===== config.mk =====
export PLATFORM = sky130hd
export DESIGN_NAME = hazard_ctrl
export DESIGN_NICKNAME = d
export VERILOG_FILES = /design/src/rtl/hazard_ctrl.sv
export SDC_FILE = /design/constraint.sdc
export NUM_CORES = 1
export LEC_CHECK = 0
export CAP_MARGIN = 15
export CORE_ASPECT_RATIO = 0.6
export CORE_MARGIN = 10
export CORE_UTILIZATION = 45
export DETAILED_ROUTE_END_ITERATION = 8
export PLACE_DENSITY_LB_ADDON = 0.2
export SLEW_MARGIN = 20
export SYNTH_ARGS = -nofsm -noshare
export SYNTH_HDL_FRONTEND = slang
export SYNTH_SLANG_ARGS = --single-unit

===== constraint.sdc =====
create_clock -name clk -period 5.2 [get_ports clk]
set_input_delay 1.04 -clock clk [delete_from_list [all_inputs] [get_ports clk]]
set_output_delay 1.04 -clock clk [all_outputs]
set_load 0.1 [all_outputs]

===== src/rtl/hazard_ctrl.sv =====
// Hazard controller for the 5-stage RV32I pipeline: load-use bubbles,
// post-branch flush sequencing, memory-busy freeze and saturating perf counters.
module hazard_ctrl #(
    parameter int FLUSH_CYCLES = 2,
    parameter int CNT_W        = 16
) (
    input  logic             clk,
    input  logic             rst,
    input  logic [31:0]      id_ir,
    input  logic             id_valid,
    input  logic [31:0]      ex_ir,
    input  logic             ex_valid,
    input  logic             branch_taken,
    input  logic             mem_busy,
    output logic             stall_fe,
    output logic             bubble_ex,
    output logic             stall_ex,
    output logic             flush,
    output logic             flushing,
    output logic [CNT_W-1:0] stall_cnt,
    output logic [CNT_W-1:0] flush_cnt
);

    localparam int FW = $clog2(FLUSH_CYCLES + 1);

    localparam logic [6:0] OP_REG_ALU = 7'b0110011;
    localparam logic [6:0] OP_IMM_ALU = 7'b0010011;
    localparam logic [6:0] OP_LOAD    = 7'b0000011;
    localparam logic [6:0] OP_STORE   = 7'b0100011;
    localparam logic [6:0] OP_BRANCH  = 7'b1100011;
    localparam logic [6:0] OP_JALR    = 7'b1100111;

    typedef enum logic {
        RUN,
        FLUSH
    } state_t;

    state_t          state;
    state_t          state_nxt;
    logic [FW-1:0]   fcnt;
    logic [FW-1:0]   fcnt_nxt;
    logic            start;
    logic [CNT_W-1:0] stall_q;
    logic [CNT_W-1:0] flush_q;

    logic [6:0] id_op;
    logic [6:0] ex_op;
    logic [4:0] rd;
    logic [4:0] rs1;
    logic [4:0] rs2;
    logic       uses_rs1;
    logic       uses_rs2;
    logic       load_use;
    logic       taken;
    logic       hazard;

    always_comb begin
        id_op    = id_ir[6:0];
        ex_op    = ex_ir[6:0];
        rd       = ex_ir[11:7];
        rs1      = id_ir[19:15];
        rs2      = id_ir[24:20];
        uses_rs1 = id_op inside {OP_REG_ALU, OP_IMM_ALU, OP_LOAD,
                                 OP_STORE, OP_BRANCH, OP_JALR};
        uses_rs2 = id_op inside {OP_REG_ALU, OP_STORE, OP_BRANCH};
        load_use = ex_valid && id_valid && (ex_op == OP_LOAD) &&
                   (rd != 5'd0) &&
                   ((uses_rs1 && rs1 == rd) || (uses_rs2 && rs2 == rd));
        taken    = ex_valid && branch_taken;
        // A taken branch kills the dependent instruction, so no bubble.
        hazard   = (state == RUN) && load_use && !taken;
    end

    always_comb begin
        state_nxt = state;
        fcnt_nxt  = fcnt;
        start     = 1'b0;
        stall_fe  = 1'b0;
        bubble_ex = 1'b0;
        stall_ex  = 1'b0;
        flush     = 1'b0;
        flushing  = 1'b0;
        stall_cnt = '0;
        flush_cnt = '0;
        if (!rst) begin
            stall_ex  = mem_busy;
            flush     = (state == FLUSH);
            flushing  = (state == FLUSH);
            stall_fe  = mem_busy || hazard;
            bubble_ex = hazard && !mem_busy;
            stall_cnt = stall_q;
            flush_cnt = flush_q;
            if (!mem_busy) begin
                unique case (state)
                    RUN: begin
                        if (taken) begin
                            state_nxt = FLUSH;
                            fcnt_nxt  = FW'(FLUSH_CYCLES - 1);
                            start     = 1'b1;
                        end
                    end
                    FLUSH: begin
                        if (fcnt == '0) state_nxt = RUN;
                        else fcnt_nxt = fcnt - FW'(1);
                    end
                    default: state_nxt = RUN;
                endcase
            end
        end
    end

    always_ff @(posedge clk) begin
        if (rst) begin
            state   <= RUN;
            fcnt    <= '0;
            stall_q <= '0;
            flush_q <= '0;
        end else begin
            state <= state_nxt;
            fcnt  <= fcnt_nxt;
            if (stall_fe && stall_q != '1) stall_q <= stall_q + CNT_W'(1);
            if (start && flush_q != '1) flush_q <= flush_q + CNT_W'(1);
        end
    end

endmodule

==> Word level (Yosys, flattened, before mapping) <==
Cells that the tools add are included.
{ "classes": {"n_eq_ne": 13, "n_reduce_logical": 21, "add_sub_neg": 3, "bitwise": 2, "muxes": 15} }
{ "op_table": {"columns": ["op", "count"], "rows": [
  ["16-bit by 1-bit adder with 16-bit output, second input constant", 2],
  ["16-bit two-way mux", 2],
  ["16-bit inequality test, second input constant", 2],
  ["7-bit by 2-bit == test with 1-bit output, second input constant", 2],
  ["7-bit by 6-bit == test with 1-bit output, second input constant", 2],
  ["7-bit == test, second input constant", 2],
  ["1-bit logical AND", 12],
  ["5-bit == test", 2],
  ["1-bit two-way mux", 9],
  ["7-bit by 5-bit == test with 1-bit output, second input constant", 1],
  ["6-bit nonzero test", 1],
  ["5-bit nonzero test", 1],
  ["2-bit two-way mux", 2],
  ["2-bit inequality test, second input constant", 2],
  ["2-bit case mux with 2 select lines", 1],
  ["3-bit AND reduction", 1],
  ["3-bit nonzero test", 1],
  ["1-bit logical NOT", 2],
  ["2-bit logical NOT", 1],
  ["1-bit logical OR", 2],
  ["1-bit inverter", 2],
  ["1-bit case mux with 2 select lines", 1],
  ["2-bit by 1-bit subtractor with 2-bit output, second input constant", 1]
]} }
{ "word_totals": {"out_inout_bits": 37, "wordCells": 58, "register_bits": 35} }

==> Logic depth before layout (Yosys ltp) <==
Gate-level depths: netlist of run 1.
{ "depth": {"word_depth": 10, "ltp_mapped": 8} }

==> Worst setup path before layout of run 1 <==
No wires, ideal clock.
{ "synth_timing": {"path_type": "input port to output port", "start": "input rst", "end": "output flushing", "path_slack_ns": 0.690, "arrival_time_ns": 3.470, "cell_stages": 5, "path_cell_list": "buf_2 > buf_1 > clkbuf_1 > nor2b_1 > buf_4"} }
{ "synth_via": {"elab_chain_len": 1} }
{ "synth_rtl": {"columns": ["item", "line", "text"], "rows": [
  ["start, declared", "8", "input logic rst,"],
  ["1-bit two-way mux", null, null],
  ["end, declared", "19", "output logic flushing,"]
]} }
No other way between the ends.

==> Worst setup path after layout of run 1 <==
{ "layout_timing": {"start": "input ex_ir[9]", "end": "output stall_fe"} }
{ "layout_via": {"elab_chain_len": 8, "word_cells_on_any_way": 12} }
{ "layout_rtl": {"columns": ["item", "line", "text"], "rows": [
  ["start, declared", "11", "input logic [31:0] ex_ir,"],
  ["5-bit == test", "68", "((uses_rs1 && rs1 == rd) || (uses_rs2 && rs2 == rd));"],
  ["1-bit logical AND", "68", null],
  ["1-bit logical OR", "68", null],
  ["1-bit logical AND *", "67", "(rd != 5'd0) &&"],
  ["1-bit logical AND * (2 in series)", "71", "hazard = (state == RUN) && load_use && !taken;"],
  ["1-bit logical OR *", "89", "stall_fe = mem_busy || hazard;"],
  ["1-bit two-way mux *", "85", "if (!rst) begin"],
  ["end, declared", "15", "output logic stall_fe,"]
]} }
Every way passes the cells marked *; elsewhere a longest branch is shown, timed or not.

==> results.ini, run 1 <==
[status]
status = finished, final reports clean

[routing]
drcViolationCount = 0
first_pass_iters = 4
avgRoutedWirePerCell_um = 14.8
vias_per_cell = 5.34
final_antenna_net_count = 0
drt_iter0_markers = 146
wirelength_um = 6120
num_vias = 2209

[cells_and_area]
diodes = 0
nFillCells = 399
final_net_count = 423
syn2layout_area_growth_pct = 37.1
post-route-util_pct = 65.8
stdcell_count = 414
multi_input_area_mm2 = 0.00146
drive_gt1_share_pct = 10.3
seqCellArea_um2 = 701

[power]
p_per_area_mw_per_mm2 = 198
peakVddDrop_v = 0.000131
p_leak_nw = 1.12

[setup_path]
path_cells = clkdlybuf4s50_1, xor2_1, or4_4, nor4_4, o21ai_2, nand2_1, buf_4
crit_path_max_fanout = 17
cp_slowest_cell = or4_4
critPathArrivalTime_ns = 3.11
crit_type = input pin to output pin
reg2reg_setup_slack_ns = 3.09
r2r_end = flush_q[8]$_SDFFE_PP0P_
cp-start-kind = input pin
reg2reg_from = state$_SDFFE_PP0N_
reg2regPathDepth = 6
cpPeakStageDelay_ns = 0.53
endpoint_kind = output pin
cp.required_ns = 4.16

[yosys]
synth_xor_xnor_area_share_pct = 8.15
synth_area_mm2 = 0.00226
synth_edf_count = 0
synthesis.nets = 357
yosys.area_share.simple_pct = 35.9
synth_fa_ha_area_share_pct = 1.66
synth.most_common_cell = nor2_1
synth-main-ff-cell = dfxtp_1
synth_top_family_by_area = simple AND/OR/NAND/NOR gates
synth_common_cells = nor2_1 (42), dfxtp_1 (35), nor2b_1 (32)
syn_avg_cell_area_um2 = 7.95
synthCells = 284
ys_top_cells_by_area = dfxtp_1 (31%), nor2b_1 (8.9%), mux2_2 (7.5%)
yosysUniqueCellTypes = 48
synth_seq_cells = 35
async_flop_share_pct = 0
yosysSeqAreaShare_pct = 31.0
yosysTopAreaCellShare_pct = 31.0
synth_largest_area_cell = dfxtp_1
synth_compound_area_share_pct = 9.26
synthMuxAreaShare_pct = 9.48
yosys_warnings = 0

[global_route]
grt_pass1_wl_um = 10100
grt_max_degree = 52
antenna_found_initial = 0
grt_pass1_vias = 2036
grtUsageTotal_pct = 14.4
grt_overflow_total = 0

[place]
port_buffers = 71
dp_slack_ns = 1.06
hpwl_um = 4690
gp_congestion = 0.845
placedCellCount = 406

[clocking]
cts_made_buffers = 5
h-tree-depth = 2
cts_resized = 0
clk_pin_slew_ns = 0.08
cts_setup_buffers = 0
cts_max_path_buffers = 2
cts.sinks = 35
insertion_delay_ns = 0.30
cts_tree = yes
cts-root-buf = clkbuf_8
cts_hold_buf = 0

[worst_hold_path]
holdPathEnd = fcnt[1]$_SDFFE_PP0P_
worstHoldStart = fcnt[1]$_SDFFE_PP0P_
whs_path_depth = 2
hp-class = flop to flop

[timing]
worstMarginPinSlew_ns = 0.996
relSlewSlack_pct = 33.4
final_hold_viol_count = 0
tns_ns = 0
fin_crit_ns = 4.15
max_freq_mhz = 241
drv_slew = 0
fin_ws_ns = 1.05
post-route-period-util_pct = 79.7
grt_setup_unrepaired = no
setup_viol = 0
fin_skew_ns = 0.0130

[die]
start_util_pct = 48.0
io_pins = 107
die_area_mm2 = 0.00834
core_mm2 = 0.00471
core.rowCount = 19
die-width_um = 111
die-height_um = 74.9

[run]
cap_viol_max_count = 0

## sequential cells by signal (all words and copies together), names as in the netlist
signal	count
fcnt	2
flush_q	16
stall_q	16
state	1
## metrics by stage
stage	cell area (um2)	hold slack [ns]	total power, mW
after global routing	3100	0.542	0.632
after CTS	3100	0.498	0.616
after floorplan	2260	0.457	0.330
final	3100	0.491	0.613
after global placement	2980	0.473	0.367
after detailed placement	2980	0.479	0.368
## worst max-delay path, delay by kind of cell
family	cells	cell delay (ns)
buffers and inverters	2	0.77
AO/OA/AOI/OAI	1	0.26
XOR/XNOR	1	0.18
AND/OR/NAND/NOR	3	0.86
## layer usage
metal  global-route usage, %  part of all wire (%)  vias to the layer above
li1                        -                     -                     1115
met4                    3.97                   1.0                        0
met2                    20.5                    40                       76
met5                       0                     0                        -
met3                    5.16                   7.8                        8
met1                    19.9                    51                     1010
## cell usage in the layout, fill, tap and decap left out, types with 2 or more instances in the layout
cell,count
or3_1,4
clkdlybuf4s50_1,66
a211oi_1,3
nand2_1,17
xor2_1,15
ha_1,3
nor3_1,2
mux2i_1,3
nand4b_1,2
a21oi_1,16
nand4_1,11
nand3_1,12
and3_1,4
mux2_2,15
xnor2_1,6
and4_1,4
buf_4,5
nor2_1,42
inv_1,12
a31oi_1,2
clkbuf_8,5
and2_1,2
dfxtp_1,35
nor2b_1,32
or4_1,2
nor3b_1,3
o21ai_0,4
## worst max path at each step
stage	depth (start not counted)	slack, ns	end	startpoint
4_1_cts	7	1.05	stall_fe	ex_ir[9]
6_report	7	1.05	stall_fe	ex_ir[9]
5_1_grt	7	0.91	stall_fe	ex_ir[9]
3_3_place_gp	7	1.06	stall_fe	ex_ir[9]
2_1_floorplan	5	0.69	flushing	rst
3_5_place_dp	7	1.06	stall_fe	ex_ir[9]
## logic make-up (layout without fill, tap and decap cells)
| group | after synthesis | in the layout |
|---|---|---|
| buf+inv | 25 | 92 |
| simple gates | 147 | 147 |
| compound gates | 34 | 34 |
| mux | 19 | 19 |
| xor+xnor | 21 | 21 |
| fa+ha+maj | 3 | 3 |
| flops | 35 | 35 |
## final cells by class
type	instances	share of cell area, %
Inverter	12	1.46
Sequential cell	35	22.6
Timing Repair Buffer	72	22.7
Tap cell	63	2.55
Clock inverter	3	1.41
Multi-Input combinational cell	224	47.0
Clock buffer	5	2.22
## power by group
part | switching, mW | leakage, nW | internal [mW]
registers | 0.00390 | 0.282 | 0.271
logic | 0.0481 | 0.784 | 0.0400
clock network | 0.108 | 0.0581 | 0.143
total | 0.160 | 1.12 | 0.453
Note: power is estimated with default switching activity, not from simulation.
==> run 2, diff against run 1 <==
CORE_UTILIZATION = 41   (was 45)
clock period = 4.3 ns   (was 5.2 ns; I/O delays follow)
==> run 2 against run 1 <==
- clock power is 7% higher
- flip-flop and latch count stayed put
- sequential power is 21% higher
- total power is 16% higher
- critical path depth stayed put
- critical endpoint unchanged
- largest power group unchanged
- highest routed layer unchanged
==> results.ini, run 2 (synthesis results as in run 1) <==
[clocking]
cts_made_buffers = 5  ; unchanged
insertion_delay_ns = 0.29  ; about the same
cts.sinks = 35  ; unchanged
h-tree-depth = 2  ; unchanged
clk_pin_slew_ns = 0.07  ; about the same
cts_setup_buffers = 0  ; unchanged
cts_max_path_buffers = 2  ; unchanged
cts_hold_buf = 0  ; unchanged
cts_tree = yes
cts-root-buf = clkbuf_8
cts_resized = 0  ; unchanged

[global_route]
grt_overflow_total = 0  ; unchanged
grtUsageTotal_pct = 13.3  ; -1.0 points
antenna_found_initial = 0  ; unchanged
grt_pass1_wl_um = 9920  ; -1.4%
grt_max_degree = 36  ; -31%
grt_pass1_vias = 1999  ; -1.8%

[routing]
drcViolationCount = 0  ; unchanged
avgRoutedWirePerCell_um = 14.8  ; -0.20%
final_antenna_net_count = 0  ; unchanged
first_pass_iters = 4  ; unchanged
drt_iter0_markers = 178  ; +22%
wirelength_um = 6170  ; +0.77%
vias_per_cell = 5.22  ; -2.1%
num_vias = 2183  ; -1.2%

[place]
port_buffers = 71  ; unchanged
gp_congestion = 0.830  ; -1.8%
hpwl_um = 4830  ; +2.9%
placed_area_mm2 = 0.00294  ; -1.6%

[power]
p_leak_nw = 1.19  ; +6.3%
seq_power_share_pct = 46.8  ; +2.0 points
power_frac_comb_pct = 15.3  ; +0.9 points
switching_share_pct = 26.2  ; +0.16 points
p_int_mw = 0.523  ; +15%
p_per_area_mw_per_mm2 = 233  ; +18%
pwr-share-clk_pct = 37.8  ; -3.1 points
p_sw_mw = 0.186  ; +16%
peakVddDrop_v = 0.000153  ; +17%

[cells_and_area]
diodes = 0  ; unchanged
final_net_count = 424  ; +0.24%
stdcell_area_mm2 = 0.00304  ; -1.8%
drive_gt1_share_pct = 19.9  ; +9.6 points
layout_common_cells = nor2_1 (42), buf_4 (37), dfxtp_1 (35), clkdlybuf4s50_1 (33), nor2b_1 (32)
nFillCells = 477  ; +20%
syn2layout_area_growth_pct = 34.7
post-route-util_pct = 58.7  ; -7.1 points
multi_input_area_mm2 = 0.00146  ; unchanged
largest_registers = flush_q (16), stall_q (16), fcnt (2)
final_common_cell = nor2_1
seqCellArea_um2 = 701  ; unchanged

[timing]
relSlewSlack_pct = 53.5  ; +20 points
post-route-period-util_pct = 86.1
fin_skew_ns = 0.00793  ; -0.00504 ns
final_hold_viol_count = 0  ; unchanged
grt_setup_unrepaired = no
fin_crit_ns = 3.70
worstMarginPinSlew_ns = 0.697  ; -0.299 ns
drv_slew = 0  ; unchanged
setup_viol = 0  ; unchanged
tns_ns = 0  ; unchanged
max_freq_mhz = 270

[setup_path]
crit_path_max_fanout = 17  ; unchanged
cp.required_ns = 3.44  ; -0.72 ns
cp-start-kind = input pin
endpoint_kind = output pin
crit_type = input pin to output pin
reg2reg_setup_slack_ns = 2.23  ; -0.86 ns
critPathArrivalTime_ns = 2.84  ; -0.27 ns

[die]
core.rowCount = 20  ; +1
start_util_pct = 43.6  ; -4.4 points
die_area_mm2 = 0.00897  ; +7.5%
die-width_um = 116  ; +3.9%
core_mm2 = 0.00518  ; +10%
die-height_um = 77.5  ; +3.5%
io_pins = 107  ; unchanged

[run]
cap_viol_max_count = 0  ; unchanged

[status]
status = finished, final reports clean

[worst_hold_path]
hp-class = flop to flop

## run 2: layout make-up
type                       instances  area share (%)
clock buffer                       7            3.17
clock inverter                     1           0.247
inverter                          12            1.48
multi-input combinational        224            47.9
sequential                        35            23.0
tap                               66            2.72
timing repair buffer              73            21.5
## run 2: worst max-delay path: stages
cell             delay [ns]
clkdlybuf4s50_1        0.47
xor2_1                 0.18
or4_4                  0.53
nor4_4                 0.17
o21ai_2                0.25
nand2_1                0.19
buf_12                 0.19
## run 2: per-stage QoR
stage / hold WS (ns) / std cells / setup slack, ns / power [mW]
after floorplan: 0.457 / 284 / 0.150 / 0.398
final: 0.495 / 418 / 0.598 / 0.708
after global placement: 0.470 / 410 / 0.592 / 0.446
after global routing: 0.539 / 418 / 0.479 / 0.743
after CTS: 0.497 / 418 / 0.586 / 0.717
after detailed placement: 0.481 / 410 / 0.581 / 0.448
## run 2: power by group through the flow
stage	Combinational [mW]	Sequential [mW]	Clock, mW
floorplan	0.0611	0.337	0
global placement	0.107	0.339	0
detailed placement	0.108	0.339	0
CTS	0.109	0.332	0.277
global route	0.118	0.332	0.293
finish	0.108	0.332	0.268
## run 2: worst paths after layout
path	endpoint	from	cells past startpoint
worst max-delay path	stall_fe	ex_ir[9]	7
worst max register to register	flush_q[6]$_SDFFE_PP0P_	state$_SDFFE_PP0N_	6
worst min register to register	fcnt[1]$_SDFFE_PP0P_	fcnt[1]$_SDFFE_PP0P_	2
worst min-delay path	fcnt[1]$_SDFFE_PP0P_	fcnt[1]$_SDFFE_PP0P_	2
## run 2: routing by layer
layer  part of all wire, %  wire length, um  global-route usage, %  up-vias
met4                  0.55               34                   2.99        0
met2                    39             2400                   18.2       67
met1                    52             3210                   19.1      992
li1                      -                -                      -     1120
met5                     0                0                      0        -
met3                   8.6              529                   4.99        4
==> run 3, diff against run 2 <==
--- a/config.mk
+++ b/config.mk
@@ -9,5 +9,5 @@
 export CORE_ASPECT_RATIO = 0.6
 export CORE_MARGIN = 10
-export CORE_UTILIZATION = 41
+export CORE_UTILIZATION = 37
 export DETAILED_ROUTE_END_ITERATION = 8
 export PLACE_DENSITY_LB_ADDON = 0.2
==> constraint.sdc (replaced) <==
create_clock -name clk -period 3.4 [get_ports clk]
set_input_delay 0.85 -clock clk [delete_from_list [all_inputs] [get_ports clk]]
set_output_delay 0.85 -clock clk [all_outputs]
set_load 0.1 [all_outputs]
==> run 3 against run 2 <==
- combinational power grew 36%
- final cell count is 4.8% higher
- critical path depth shrank 1
- flip-flop and latch count unchanged
- clock power increased by 24%
- critical endpoint is now bubble_ex
- highest routed layer unchanged
==> results.ini, run 3 (synthesis results as in run 1) <==
[status]
status = finished, final reports clean

[cells_and_area]
nFillCells = 512  ; +7.3%
drive_gt1_share_pct = 23.7  ; +3.9 points
layout_common_cells = nor2_1 (40), buf_12 (37), dfxtp_1 (35), nor2b_1 (30), clkdlybuf4s50_1 (20)
largest_registers = flush_q (16), stall_q (16), fcnt (2)
post-route-util_pct = 62.5  ; +3.8 points
syn2layout_area_growth_pct = 58.7
diodes = 0  ; unchanged
final_common_cell = nor2_1
final_net_count = 430  ; +1.4%

[die]
die-width_um = 121  ; +4.4%
start_util_pct = 39.4  ; -4.2 points
core_mm2 = 0.00573  ; +11%
core.rowCount = 21  ; +5.0%
die_area_mm2 = 0.00973  ; +8.4%
io_pins = 107  ; unchanged
die-height_um = 80.5  ; +3.9%

[global_route]
grt_overflow_total = 0  ; unchanged
grt_pass1_vias = 2041  ; +2.1%
grt_pass1_wl_um = 10700  ; +8.1%
grt_max_degree = 48  ; +33%
antenna_found_initial = 0  ; unchanged
grtUsageTotal_pct = 13.5  ; +0.15 points

[timing]
grt_setup_unrepaired = no
post-route-period-util_pct = 98.0
drv_slew = 0  ; unchanged
worstMarginPinSlew_ns = 0.574  ; -0.122 ns
max_freq_mhz = 300
fin_crit_ns = 3.33
fin_skew_ns = 0.00130  ; -0.00664 ns
relSlewSlack_pct = 61.4  ; +7.9 points
holdWs_ns = 0.494  ; -0.000743 ns
final_hold_viol_count = 0  ; unchanged
setup_viol = 0  ; unchanged

[power]
peakVddDrop_v = 0.000196  ; +28%
p_per_area_mw_per_mm2 = 251  ; +7.5%
p_leak_nw = 1.35  ; +13%

[setup_path]
cp_slowest_cell = or4b_2
endpoint_kind = output pin
cp-start-kind = input pin
cpPeakStageDelay_ns = 0.69  ; +0.16 ns
cp.required_ns = 2.55  ; -0.89 ns
critPathArrivalTime_ns = 2.48  ; -0.36 ns
crit_type = input pin to output pin
path_cells = clkdlybuf4s50_1, or4b_2, nor3_2, o21ai_2, nor2_4, buf_12
crit_path_max_fanout = 2  ; -15

[routing]
vias_per_cell = 5.05  ; -3.3%
num_vias = 2212  ; +1.3%
first_pass_iters = 4  ; unchanged
avgRoutedWirePerCell_um = 15.1  ; +2.0%
drt_iter0_markers = 89  ; -50%
wirelength_um = 6590  ; +6.9%
final_antenna_net_count = 0  ; unchanged
drcViolationCount = 0  ; unchanged

[place]
gp_congestion = 0.813  ; -2.0%
hpwl_um = 5260  ; +8.9%
port_buffers = 71  ; unchanged

[clocking]
cts-root-buf = clkbuf_8
cts_max_path_buffers = 2  ; unchanged
cts_tree = yes
h-tree-depth = 2  ; unchanged
cts_made_buffers = 5  ; unchanged
cts.sinks = 35  ; unchanged
clk_pin_slew_ns = 0.07  ; about the same
insertion_delay_ns = 0.28  ; about the same
cts_hold_buf = 0  ; unchanged

[worst_hold_path]
hp-class = flop to flop

[run]
cap_viol_max_count = 0  ; unchanged

[run 3: changes by cell type in the layout (fill, tap and decap cells not counted), sizes merged]
cell           delta
clkdlybuf4s50    -13
dlygate4sd2       +9
buf               +6
clkdlybuf4s15     +3
clkbuf            +1
clkinvlp          -1
dlymetal6s2s      +1
[run 3: critical path, delay by kind of cell]
kind            cells  cell delay, ns
simple gates        3            0.95
buf+inv             2            0.60
compound gates      1            0.09
[run 3: through the flow]
step | setup TNS [ns] | power [mW] | instance area (um2) | std cells | setup WS [ns]
6_report | 0 | 0.897 | 3580 | 438 | 0.0678
5_1_grt | 0 | 0.936 | 3580 | 438 | 0.0151
4_1_cts | 0 | 0.907 | 3570 | 438 | 0.00162
3_5_place_dp | -0.188 | 0.578 | 3440 | 429 | -0.131
3_3_place_gp | -0.172 | 0.576 | 3440 | 429 | -0.117
2_1_floorplan | -3.52 | 0.505 | 2270 | 284 | -0.213
[run 3: repair_timing]
action / in CTS / in global routing
setup endpoints to repair: 2 / 2
gates resized for setup: 22 / 3
pin swaps: 7 / 4
endpoints found under the hold margin: 0 / 0
buffers inserted: 1 / 0
[run 3: cell type report]
type                    count  area [um2]  share of cell area [%]
well taps                  80         100                    2.79
multi-input cells         224        1510                    42.1
inverters                  12        45.0                    1.26
repair buffers             79        1130                    31.5
clock buffers               8         100                    2.79
flip-flops and latches     35         701                    19.6
[run 3: path summary, 6_finish.rpt]
path,from,endpoint,slack [ns],cells past startpoint
worst max register to register,state$_SDFFE_PP0N_,flush_q[6]$_SDFFE_PP0P_,1.25,6
worst min register to register,fcnt[1]$_SDFFE_PP0P_,fcnt[1]$_SDFFE_PP0P_,0.49,2
worst max-delay path,ex_ir[3],bubble_ex,0.07,6
worst min-delay path,fcnt[1]$_SDFFE_PP0P_,fcnt[1]$_SDFFE_PP0P_,0.49,2
[run 3: metal layers]
| metal | GRT usage, % | vias up | part of all wire, % |
|---|---|---|---|
| met5 | 0 | - | 0 |
| met4 | 3.60 | 0 | 0.67 |
| met3 | 4.33 | 5 | 6.7 |
| met2 | 18.6 | 67 | 40 |
| met1 | 19.3 | 1010 | 52 |
| li1 | - | 1130 | - |
[run 3: where the power goes]
group	internal [mW]	switching, mW	total (mW)
clock network	0.185	0.146	0.331
logic	0.0679	0.0793	0.147
registers	0.414	0.00530	0.419
